--- config.mk ---
export PLATFORM = sky130hd
export DESIGN_NAME = hdx_diff_link_ctrl
export DESIGN_NICKNAME = d
export VERILOG_FILES = /design/src/rtl/hdx_pkg.sv /design/src/rtl/hdx_rx.sv /design/src/rtl/hdx_diff_link_ctrl.sv
export SDC_FILE = /design/constraint.sdc
export NUM_CORES = 1
export LEC_CHECK = 0
export BUFFER_PORTS_ARGS = -buffer_cell sky130_fd_sc_hd__clkbuf_2
export CAP_MARGIN = 5
export CORE_MARGIN = 2
export CORE_UTILIZATION = 43
export DETAILED_ROUTE_END_ITERATION = 10
export PLACE_DENSITY = 0.62
export SYNTH_ARGS = -nofsm -noshare
export SYNTH_HDL_FRONTEND = slang
export SYNTH_HIERARCHICAL = 1
export SYNTH_SLANG_ARGS = --single-unit
--- constraint.sdc ---
create_clock -name clk -period 2.8 [get_ports clk]
set_input_delay 0.42 -clock clk [delete_from_list [all_inputs] [get_ports clk]]
set_output_delay 0.42 -clock clk [all_outputs]
set_load 0.01 [all_outputs]
--- src/rtl/hdx_pkg.sv ---
// hdx_pkg: shared types and constants for the half-duplex link; HDX_PARITY_EN adds an even-parity bit
package hdx_pkg;
  localparam int DATA_BITS = 8;
`ifdef HDX_PARITY_EN
  localparam int FRAME_BITS = 11;
`else
  localparam int FRAME_BITS = 10;
`endif
  typedef enum logic [2:0] {T_IDLE, T_START, T_DATA, T_PAR, T_STOP, T_TURN} tx_state_t;
  typedef enum logic [2:0] {R_IDLE, R_START, R_DATA, R_PAR, R_STOP, R_WAITHI} rx_state_t;
  function automatic int timer_w(input int clks_per_bit, input int turn_bits);
    return $clog2(turn_bits * clks_per_bit);
  endfunction
endpackage

--- src/rtl/hdx_rx.sv ---
// hdx_rx: pad synchronizer and frame receiver with stop/parity flags; parity check under HDX_PARITY_EN
module hdx_rx
  import hdx_pkg::*;
#(
  parameter int CLKS_PER_BIT    = 100,
  parameter int TURNAROUND_BITS = 2
) (
  input  logic       clk,
  input  logic       rst,
  input  logic       en,
  input  logic       pad_i,
  output logic       line,
  output logic       idle,
  output logic [7:0] rx_data,
  output logic       rx_valid,
  output logic       rx_frame_err,
  output logic       rx_parity_err
);
  localparam int W = timer_w(CLKS_PER_BIT, TURNAROUND_BITS);
  localparam logic [W-1:0] BIT_LOAD  = W'(CLKS_PER_BIT - 1);
  localparam logic [W-1:0] HALF_LOAD = W'(CLKS_PER_BIT / 2 - 1);
`ifdef HDX_PARITY_EN
  localparam rx_state_t AFTER_DATA = R_PAR;
`else
  localparam rx_state_t AFTER_DATA = R_STOP;
`endif
  rx_state_t rs, rs_n;
  logic s1, tick, stop_ok, pe;
  logic [W-1:0] cnt;
  logic [2:0] idx;
  logic [7:0] sh;
  assign tick = cnt == '0;
  always_ff @(posedge clk or posedge rst)
    if (rst) begin
      s1   <= 1'b1;
      line <= 1'b1;
    end else begin
      s1   <= pad_i;
      line <= s1;
    end
  always_ff @(posedge clk or posedge rst)
    if (rst) begin
      rs           <= R_IDLE;
      cnt          <= '0;
      idx          <= '0;
      sh           <= '0;
      rx_data      <= '0;
      rx_valid     <= 1'b0;
      rx_frame_err <= 1'b0;
    end else begin
      rs           <= rs_n;
      cnt          <= rs_n != rs ? (rs_n == R_START ? HALF_LOAD : BIT_LOAD) : tick ? BIT_LOAD : cnt - W'(1);
      idx          <= rs == R_START ? 3'd0 : rs == R_DATA && tick ? idx + 3'd1 : idx;
      rx_valid     <= stop_ok && !pe;
      rx_frame_err <= rs == R_STOP && tick && !line;
      if (rs == R_DATA && tick) sh <= {line, sh[7:1]};
      if (stop_ok && !pe) rx_data <= sh;
    end
  // a disabled receiver (own frame on the pair) is pinned to idle
  always_comb begin
    rs_n = rs;
    case (rs)
      R_IDLE:   rs_n = line ? R_IDLE : R_START;
      R_START:  if (tick) rs_n = line ? R_IDLE : R_DATA;
      R_DATA:   if (tick && idx == 3'd7) rs_n = AFTER_DATA;
      R_PAR:    if (tick) rs_n = R_STOP;
      R_STOP:   if (tick) rs_n = line ? R_IDLE : R_WAITHI;
      R_WAITHI: if (line) rs_n = R_IDLE;
      default:  rs_n = R_IDLE;
    endcase
    if (!en) rs_n = R_IDLE;
  end
  always_comb begin
    idle    = rs == R_IDLE;
    stop_ok = rs == R_STOP && tick && line;
  end
`ifdef HDX_PARITY_EN
  logic par;
  assign pe = ^{sh, par};
  always_ff @(posedge clk or posedge rst)
    if (rst) begin
      par           <= 1'b0;
      rx_parity_err <= 1'b0;
    end else begin
      if (rs == R_PAR && tick) par <= line;
      rx_parity_err <= stop_ok && pe;
    end
`else
  assign pe            = 1'b0;
  assign rx_parity_err = 1'b0;
`endif
endmodule

--- src/rtl/hdx_diff_link_ctrl.sv ---
// hdx_diff_link_ctrl: half-duplex UART-style link over a tristate differential pad pair
// HDX_PARITY_EN inserts and checks an even-parity bit.
module hdx_diff_link_ctrl
  import hdx_pkg::*;
#(
  parameter int CLKS_PER_BIT    = 100,
  parameter int TURNAROUND_BITS = 2
) (
  input  logic       clk,
  input  logic       rst,
  input  logic [7:0] tx_data,
  input  logic       tx_valid,
  output logic       tx_ready,
  output logic [7:0] rx_data,
  output logic       rx_valid,
  output logic       rx_frame_err,
  output logic       rx_parity_err,
  output logic       busy,
  output logic       pad_o,
  output logic       pad_t,
  input  logic       pad_i
);
  localparam int W = timer_w(CLKS_PER_BIT, TURNAROUND_BITS);
  localparam logic [W-1:0] BIT_LOAD  = W'(CLKS_PER_BIT - 1);
  localparam logic [W-1:0] TURN_LOAD = W'(TURNAROUND_BITS * CLKS_PER_BIT - 1);
`ifdef HDX_PARITY_EN
  localparam tx_state_t AFTER_DATA = T_PAR;
`else
  localparam tx_state_t AFTER_DATA = T_STOP;
`endif
  tx_state_t ts, ts_n;
  logic [W-1:0] cnt;
  logic [2:0] idx;
  logic [7:0] sh;
  logic par, tick, accept, rx_line, rx_idle;
  assign tick   = cnt == '0;
  assign accept = tx_valid && tx_ready;
  hdx_rx #(.CLKS_PER_BIT(CLKS_PER_BIT), .TURNAROUND_BITS(TURNAROUND_BITS)) u_rx (
    .clk          (clk),
    .rst          (rst),
    .en           (ts == T_IDLE),
    .pad_i        (pad_i),
    .line         (rx_line),
    .idle         (rx_idle),
    .rx_data      (rx_data),
    .rx_valid     (rx_valid),
    .rx_frame_err (rx_frame_err),
    .rx_parity_err(rx_parity_err)
  );
  always_ff @(posedge clk or posedge rst)
    if (rst) begin
      ts  <= T_IDLE;
      cnt <= '0;
      idx <= '0;
      sh  <= '0;
      par <= 1'b0;
    end else begin
      ts  <= ts_n;
      cnt <= ts_n != ts ? (ts_n == T_TURN ? TURN_LOAD : BIT_LOAD) : tick ? BIT_LOAD : cnt - W'(1);
      if (ts == T_DATA && tick) begin
        sh  <= sh >> 1;
        idx <= idx + 3'd1;
      end
      if (accept) begin
        sh  <= tx_data;
        par <= ^tx_data;
        idx <= '0;
      end
    end
  always_comb begin
    ts_n = ts;
    case (ts)
      T_IDLE:  ts_n = accept ? T_START : T_IDLE;
      T_START: if (tick) ts_n = T_DATA;
      T_DATA:  if (tick && idx == 3'd7) ts_n = AFTER_DATA;
      T_PAR:   if (tick) ts_n = T_STOP;
      T_STOP:  if (tick) ts_n = T_TURN;
      T_TURN:  if (tick) ts_n = T_IDLE;
      default: ts_n = T_IDLE;
    endcase
  end
  // a low synced line means a frame is arriving, so the receiver wins over tx_valid
  always_comb begin
    tx_ready = ts == T_IDLE && rx_idle && rx_line;
    busy     = ts != T_IDLE || !rx_idle;
    pad_t    = !(ts inside {T_START, T_DATA, T_PAR, T_STOP});
    pad_o    = ts == T_START ? 1'b0 : ts == T_DATA ? sh[0] : ts == T_PAR ? par : 1'b1;
  end
endmodule

Word level (Yosys, flattened, before mapping)
Index checks and enable logic that the tools add are counted.
{"block": "word_totals", "regBits": 57, "input_bits": 12, "out_inout_bits": 15, "wordCells": 89}
{"block": "classes", "addsub": 4, "n_eq_ne": 16, "muxes": 32, "n_reduce_logical": 23}
{"cell": "2-to-1 mux 8 bit", "count": 7}
{"cell": "2-to-1 mux 3 bit", "count": 16}
{"cell": "one-hot mux 3 bit (6 select lines)", "count": 2}
{"cell": "== test 3 bit (second input constant)", "count": 7}
{"cell": "zero test 8 bit", "count": 2}
{"cell": "subtractor 8 x 1 -> 8 bit (second input constant)", "count": 2}
{"cell": "== test 3 x 2 -> 1 bit (second input constant)", "count": 4}
{"cell": "logical AND 1 bit", "count": 10}
{"cell": "== test 3 x 1 -> 1 bit (second input constant)", "count": 3}
{"cell": "XOR reduction 8 bit", "count": 1}
{"cell": "2-to-1 mux 7 bit", "count": 1}
{"cell": "adder 3 x 1 -> 3 bit (second input constant)", "count": 2}
{"cell": "zero test 3 bit", "count": 2}
{"cell": "!= test 3 bit", "count": 2}
{"cell": "2-to-1 mux 1 bit", "count": 5}
{"cell": "nonzero test 2 bit", "count": 2}
{"cell": "nonzero test 4 bit", "count": 1}
{"cell": "zero test 1 bit", "count": 3}
{"cell": "nonzero test 3 bit", "count": 1}
{"cell": "2-to-1 mux 2 bit", "count": 1}
{"cell": "logical OR 1 bit", "count": 1}

Logic depth before layout (Yosys ltp)
Gate-level depths: netlist (run 1).
{"block": "logic_depth", "depth_word": 9, "mapped_depth": 9, "depth_no_buf": 7}

Hierarchy
The synthesis (run 1) kept the hierarchy.
{"mod": "hdx_rx", "n_inst": 1, "cells_each": 145, "area_each_um2": 1652.8, "seq_area_each_um2": 853.3}
{"mod": "hdx_diff_link_ctrl", "n_inst": 1, "cells_each": 120, "area_each_um2": 1265.0, "seq_area_each_um2": 575.6}

Worst setup path after synthesis (run 1)
No wires, ideal clock.
{"block": "synth_path", "path_type": "register to register", "start": "reg ts[1]", "end": "reg u_rx.cnt[5]", "setup_ps": 131, "t_arrival_ps": 2168, "required_time_ps": 2669, "setup_slack_ps": 501, "stages_incl_launch_ff": 9, "n_path_buf": 2, "period_less_slack_ps": 2299, "cell_sequence": "dfrtp_1 buf_2 nor3_2 nor3b_1 mux2i_1 a211oi_1 and4b_1 buf_6 or3_1"}
{"block": "synth_between", "elab_chain_cells": 4}
{"item": "start: declaration", "line": "hdx_diff_link_ctrl.sv:31", "source": "tx_state_t ts, ts_n;"}
{"item": "start signal: assignment", "line": "hdx_diff_link_ctrl.sv:58", "source": "ts <= ts_n;"}
{"item": "zero test 3 bit", "line": "hdx_diff_link_ctrl.sv:41", "source": ".en (ts == T_IDLE),"}
{"item": "2-to-1 mux 3 bit", "line": "hdx_rx.sv:71", "source": "if (!en) rs_n = R_IDLE;"}
{"item": "!= test 3 bit", "line": "hdx_rx.sv:52", "source": "cnt <= rs_n != rs ? (rs_n == R_START ? HALF_LOAD : BIT_LOAD) : tick ? BIT_LOAD : cnt - W'(1);"}
{"item": "2-to-1 mux 8 bit", "line": "hdx_rx.sv:52"}
{"item": "end signal: assignment", "line": "hdx_rx.sv:52"}
{"item": "end: declaration", "line": "hdx_rx.sv:29", "source": "logic [W-1:0] cnt;"}
No other way between the ends.
A chain may end at the register's enable or synchronous reset.

Worst setup path in the final report (run 1)
{"block": "layout_path", "start": "reg ts[2]", "end": "reg u_rx.cnt[5]"}
The elaborated chain is that of the path after synthesis.

==> results of run 1 <==
## critical path, delay by kind of cell (launching register included)
family,cells,cell delay [ns]
AND/OR/NAND/NOR,4,1.38
multiplexers,1,0.21
flip-flops,1,0.52
AO/OA/AOI/OAI,1,0.07
## final timing paths
path	from	end	slack [ns]	cells past startpoint
setup reg to reg	ts[2]$_DFF_PP0_	u_rx/cnt[5]$_DFF_PP0_	0.50	6
hold reg to reg	u_rx/s1$_DFF_PP1_	u_rx/line$_DFF_PP1_	0.36	0
min in group clk	pad_i	u_rx/s1$_DFF_PP1_	0.17	1
hold / removal	rst	u_rx/rx_data[2]$_DFFE_PP0P_	0.17	3
max in group asynchronous	rst	cnt[0]$_DFF_PP0_	1.98	2
setup / recovery	ts[2]$_DFF_PP0_	u_rx/cnt[5]$_DFF_PP0_	0.50	6
## area by class of cell
| class | count | area, sq um | share of cell area |
|---|---|---|---|
| sequential | 57 | 1430 | 0.433 |
| timing repair buffer | 29 | 155 | 0.0470 |
| inverter | 9 | 33.8 | 0.0102 |
| multi-input combinational | 186 | 1360 | 0.413 |
| tap | 80 | 100 | 0.0303 |
| clock inverter | 7 | 95.1 | 0.0288 |
| clock buffer | 9 | 124 | 0.0375 |
## synthesized netlist by cell type (all sizes together)
library cell	count
o22ai	3
nor2b	3
a22o	7
nor2	18
dfrtp	55
or3b	1
buf	8
nor3b	5
and3	3
xor2	3
o21ai	10
or4	3
mux2	17
or3	2
a21oi	13
and2	2
conb	1
o21bai	1
inv	9
o2bb2ai	2
and4b	1
nor3	6
nand2b	6
a21boi	1
a21bo	1
o221ai	2
nand3	5
ha	6
dfstp	2
a211oi	3
a31oi	1
mux2i	6
a21o	7
nor4b	1
nand2	18
nand4	2
clkbuf	5
o31ai	2
xnor2	15
nand3b	2
nor4	5
and4	1
or2b	1
## cell usage in the layout (no fill, tap or decap), types with 3 or more instances in the layout
master / synthesis / layout
nor4_1: 3 / 3
xor2_1: 3 / 3
nor3b_1: 3 / 3
nor3_1: 5 / 5
nor2_1: 18 / 18
a22o_2: 6 / 6
nand3_1: 5 / 5
a21o_1: 7 / 7
clkbuf_2: 0 / 25
ha_1: 6 / 6
nand2b_1: 6 / 6
o21ai_0: 9 / 9
clkbuf_8: 0 / 9
inv_1: 9 / 9
mux2i_1: 6 / 6
a21oi_1: 13 / 13
xnor2_1: 15 / 15
and3_1: 3 / 3
o22ai_1: 3 / 3
dfrtp_1: 55 / 55
nor2b_1: 3 / 3
mux2_2: 17 / 17
a211oi_1: 3 / 3
nand2_1: 16 / 16
buf_4: 3 / 4
## logic make-up after synthesis
logic type	count (synthesis)
flops	57
fa+ha+maj	6
xor+xnor	18
simple gates	85
mux	23
compound gates	53
buf+inv	22
other cells	1
## state kept, by name, summed over array words and instances, names as in the netlist, 3 cells and up
register / cells
u_rx/sh: 8
ts: 3
u_rx/rx_data: 8
sh: 8
u_rx/rs: 3
cnt: 8
idx: 3
u_rx/cnt: 8
u_rx/idx: 3
## power breakdown
part           switching (W)  total (W)  internal [W]  leakage (nW)
Combinational      0.0000295  0.0000475     0.0000179         0.740
Clock               0.000323   0.000823      0.000500         0.109
Sequential        0.00000259   0.000829      0.000826         0.724
## metal layers
metal / track usage / up-vias
met5: 0 / -
met4: 0.0341 / 0
met3: 0.0524 / 4
met2: 0.228 / 35
met1: 0.203 / 958
li1: - / 995
## metrics by stage
step                 util  hold WS, ns  power [W]  std cells  instance area [sq um]
finish              0.494        0.166    0.00170        377                   3300
global route        0.494        0.140    0.00177        377                   3300
CTS                 0.494        0.151    0.00173        377                   3300
detailed placement  0.461        0.350   0.000893        361                   3080
global placement    0.461        0.346   0.000893        361                   3080
floorplan               -        0.345   0.000875        265                   2920
==> reports/metrics.cfg, run 1 <==
[outcome]
status=completed

[logic_synthesis]
yosys_warnings=6
synth_nets=283
synth_top_family_by_area=simple AND/OR/NAND/NOR gates
syn_inst=265
ys_ff_latch=57
synth-compound-area-share=0.123
synth-simple-area-share=0.177
ys_seq_area_frac=0.490
synth_area_leaders=dfrtp_1 47%, mux2_2 6.6%, xnor2_1 4.5%, ha_1 2.6%, nor2_1 2.3%
synthAdderAreaFrac=0.0257
yosysTopAreaCellShare=0.472
synthMuxAreaShare=0.0862
synth_top_area_cell=dfrtp_1
synth-xor-area-share=0.0540
synthesis.area_sq_mm=0.00292
synth.distinct_cells=53
avgSynthCellArea_sq_um=11.0

[detailed_routing]
routed_via_density=5.28
highest_layer=met4
wl_met2_um=2350
dr_wl_met3_um=220
drt_iter0_markers=119
wl_per_cell_um=13.5
wl_met1_um=2480
drcViolationCount=0
firstDrtPassIters=4
wirelength_um=5080
dr_total_vias=1992
antenna_left=0

[floorplan]
core-area_sq_mm=0.00668
die_area_sq_mm=0.00746
die_w_um=86.4
num_io_pins=27
dieHeight_um=86.4
row_count=30
start_util=0.437

[finish]
area_delta_synth_final_pct=13.1
n_fill_cell=614
nets=310
num_antenna_cells=0
layout-drive-gt1-share=0.276

[clock_tree]
numCtsBuffers=9
post_cts_buffers=0
cts_tree=done
hold_buffers=0
clockRootBuffer=clkbuf_8
clk_latency_ns=0.33
clockBufferDepth=2
clock-sinks=57
cts.htree.levels=3
cts.repair.resized=0
clk_pin_slew_ns=0.07

[global_routing]
grt_pass1_vias=1888
track_usage=0.148
grt_overflow_total=0
grt_max_degree=35
antenna_found_initial=0
grt_first_pass_wirelength_um=8760

[critical_path]
crit_required_ns=3.00
crit_chain=nor3_2 -> nor3b_1 -> mux2i_1 -> a211oi_1 -> and4b_1 -> or3_1
end_kind=flip-flop
path_max_fanout=11
critPathKind=reg2reg
critPathSlowestCell=dfrtp_1
cp-start-kind=flip-flop
worstPathArrival_ns=2.51
max_stage_delay_ns=0.52

[placed_design]
pre_cts_slack_ns=0.514
dp_hpwl_um=3570
io_buffers=25
place_congestion=0.786

[timing]
rsz0062_at_grt=false
slew_headroom=0.407
fmax_mhz=434
setup_ws_ns=0.496
hold_viol_final=0
setup_viol=0
final_max_slew_viol_count=0
skew_ns=0.00972
worst_slew_pin_slew_ns=0.888
fin_crit_sh=0.823
fin_setup_tns_ns=0
fin_crit_ns=2.30

[pwr]
powerDensity_mw_per_mm2=515
ir_worst_vdd_uv=369
p_leak_nw=1.57

[hold_path]
worstHoldPathType=in2async

[run]
drv_cap=0

(Power assumes the default switching activity.)
==> inputs of run 2 (changes only) <==
- ABC_AREA: unset -> 1
- clock period: 2.8 -> 2.2 ns (I/O delays scaled with it)
==> reports/metrics.cfg, run 2 <==
[placed_design]
place_congestion=0.838  ; was 0.786
io_buffers=25  ; unchanged
dp_hpwl_um=4080  ; was 3570 um
dp_cells=485  ; was 361

[global_routing]
grt_max_degree=35  ; unchanged
antenna_found_initial=0  ; unchanged
track_usage=0.162  ; was 0.148
grt_overflow_total=0  ; unchanged
grt_first_pass_wirelength_um=9930  ; was 8760 um
grt_pass1_vias=2295  ; was 1888

[clock_tree]
cts_tree=done  ; unchanged
clk_latency_ns=0.34  ; was 0.33 ns
clk_pin_slew_ns=0.07  ; about the same
numCtsBuffers=9  ; unchanged
hold_buffers=0  ; unchanged
clockBufferDepth=2  ; unchanged
cts.htree.levels=3  ; unchanged
clockRootBuffer=clkbuf_8  ; unchanged
clock-sinks=57  ; unchanged

[timing]
fin_crit_sh=0.894  ; was 0.823
setup_viol=0  ; unchanged
hold_viol_final=0  ; unchanged
final_max_slew_viol_count=0  ; unchanged
skew_ns=0.00818  ; was 0.00972 ns
rsz0062_at_grt=false  ; unchanged
worst_slew_pin_slew_ns=0.500  ; was 0.888 ns
fin_setup_tns_ns=0  ; unchanged
fmax_mhz=509  ; was 434 MHz
slew_headroom=0.665  ; was 0.407
fin_crit_ns=1.97  ; was 2.30 ns

[floorplan]
die_w_um=88.8  ; was 86.4 um
die_area_sq_mm=0.00789  ; was 0.00746 sq mm
num_io_pins=27  ; unchanged
core-area_sq_mm=0.00687  ; was 0.00668 sq mm
start_util=0.450  ; was 0.437
dieHeight_um=88.8  ; was 86.4 um
row_count=30  ; unchanged

[detailed_routing]
routed_via_density=4.84  ; was 5.28
antenna_left=0  ; unchanged
drcViolationCount=0  ; unchanged
firstDrtPassIters=4  ; unchanged
wirelength_um=5670  ; was 5080 um
drt_iter0_markers=177  ; was 119
wl_per_cell_um=11.2  ; was 13.5 um
dr_total_vias=2442  ; was 1992

[finish]
num_antenna_cells=0  ; unchanged
final_cell_mix=87 x nand2_1, 55 x dfrtp_1, 41 x inv_1  ; was 55 x dfrtp_1, 25 x clkbuf_2, 18 x nor2_1
fin_cells=505  ; was 377
nets=422  ; was 310
final_core_util=0.521  ; was 0.494
area_delta_synth_final_pct=15.7  ; was 13.1%
final_common_cell=nand2_1  ; was dfrtp_1
layout-drive-gt1-share=0.249  ; was 0.276

[logic_synthesis]
post-synth-top-count-cell=nand2_1  ; was dfrtp_1
synth-main-ff-cell=dfrtp_1  ; unchanged
yosys_warnings=6  ; unchanged
ys_ff_latch=57  ; unchanged
synth_nets=384  ; was 283
synth_async_sr_flop_share=1.00  ; unchanged
synthesis.area_sq_mm=0.00309  ; was 0.00292 sq mm
synth-edff-count=0  ; unchanged
yosysTopAreaCellShare=0.445  ; was 0.472
synth_area_leaders=dfrtp_1 44%, nand2_1 11%, inv_1 5.0%, nand2_2 3.8%, nor2_1 3.8%  ; was dfrtp_1 47%, mux2_2 6.6%, xnor2_1 4.5%, ha_1 2.6%, nor2_1 2.3%
synth_common_cells=87 x nand2_1, 55 x dfrtp_1, 41 x inv_1  ; was 55 x dfrtp_1, 18 x nor2_1, 17 x mux2_2
avgSynthCellArea_sq_um=8.45  ; was 11.0 sq um
synth.distinct_cells=34  ; was 53
syn_inst=366  ; was 265
synth_top_area_cell=dfrtp_1  ; unchanged
ys_seq_area_frac=0.462  ; was 0.490

[critical_path]
cp-start-kind=flip-flop  ; unchanged
critPathKind=reg2reg  ; unchanged
path_max_fanout=6  ; was 11
crit_required_ns=2.48  ; was 3.00 ns
worstPathArrival_ns=2.25  ; was 2.51 ns
end_kind=flip-flop  ; unchanged

[pwr]
finalPower_w=0.00222  ; was 0.00170 W
powerDensity_mw_per_mm2=620  ; was 515 mW/mm^2
p_leak_nw=1.89  ; was 1.57 nW
ir_worst_vdd_uv=339  ; was 369 uV

[outcome]
status=completed  ; unchanged

[hold_path]
worstHoldPathType=in2async  ; unchanged

[run]
drv_cap=0  ; unchanged

-- run 2: logic make-up after synthesis --
family                   synth area share
AO/OA/AOI/OAI                      0.0776
XOR/XNOR                           0.0453
adder cells (fa/ha/maj)            0.0243
buffers and inverters              0.0704
flip-flops                          0.462
other                             0.00121
AND/OR/NAND/NOR                     0.319
-- run 2: final timing paths --
check	from	endpoint	slack, ns	cells after the start
max in group asynchronous	rst	u_rx/line$_DFF_PP1_	1.81	3
worst max register to register	u_rx/cnt[0]$_DFF_PP0_	u_rx/cnt[1]$_DFF_PP0_	0.23	15
worst min-delay path	rst	sh[0]$_DFFE_PP0P_	0.02	3
min in group clk	pad_i	u_rx/s1$_DFF_PP1_	0.07	1
worst max-delay path	u_rx/cnt[0]$_DFF_PP0_	u_rx/cnt[1]$_DFF_PP0_	0.23	15
worst min register to register	u_rx/s1$_DFF_PP1_	u_rx/line$_DFF_PP1_	0.36	0
-- run 2: metal layers --
layer	track usage	vias to the layer above	routed length, um
met4	0.0579	0	76
met3	0.0476	9	242
met2	0.268	45	2750
met1	0.202	1144	2600
li1	-	1244	-
met5	0	-	0
-- run 2: area by class of cell --
type	instances	area, sq um
fill	670	3290
multi-input combinational	257	1450
sequential	57	1430
timing repair buffer	33	185
inverter	46	173
clock buffer	9	124
tap	96	120
clock inverter	7	103
-- run 2: repair_timing --
| item | 4_1_cts | 5_1_grt |
|---|---|---|
| setup endpoints to repair | 0 | 6 |
| gates resized for setup | 0 | 0 |
| setup buffers | 0 | 4 |
| endpoints found under the hold margin | 0 | 0 |
-- run 2: critical path: stages (launching register included) --
cell	delay [ns]
dfrtp_1	0.38
inv_1	0.09
ha_1	0.24
nand2_1	0.13
nor2_4	0.16
buf_4	0.14
nor2_1	0.03
nor2_1	0.11
nand2_2	0.09
nand2_1	0.09
nand2_1	0.07
nand2_2	0.10
inv_2	0.05
nand3_4	0.10
nand2_2	0.07
nand2_1	0.05
-- run 2: where the power goes --
part / internal, W / switching [W] / total [W]
Clock: 0.000646 / 0.000457 / 0.00110
Sequential: 0.00105 / 0.00000227 / 0.00105
Combinational: 0.0000244 / 0.0000394 / 0.0000638
Total: 0.00172 / 0.000499 / 0.00222
-- run 2: metrics by stage --
stage                     worst slack [ns]  area (sq um)  hold slack, ns
after detailed placement             0.186          3320           0.350
final                                0.234          3580          0.0181
after floorplan                      0.457          3090           0.332
after global placement               0.238          3320           0.350
after CTS                            0.169          3550          0.0204
after global routing                0.0611          3580          0.0546
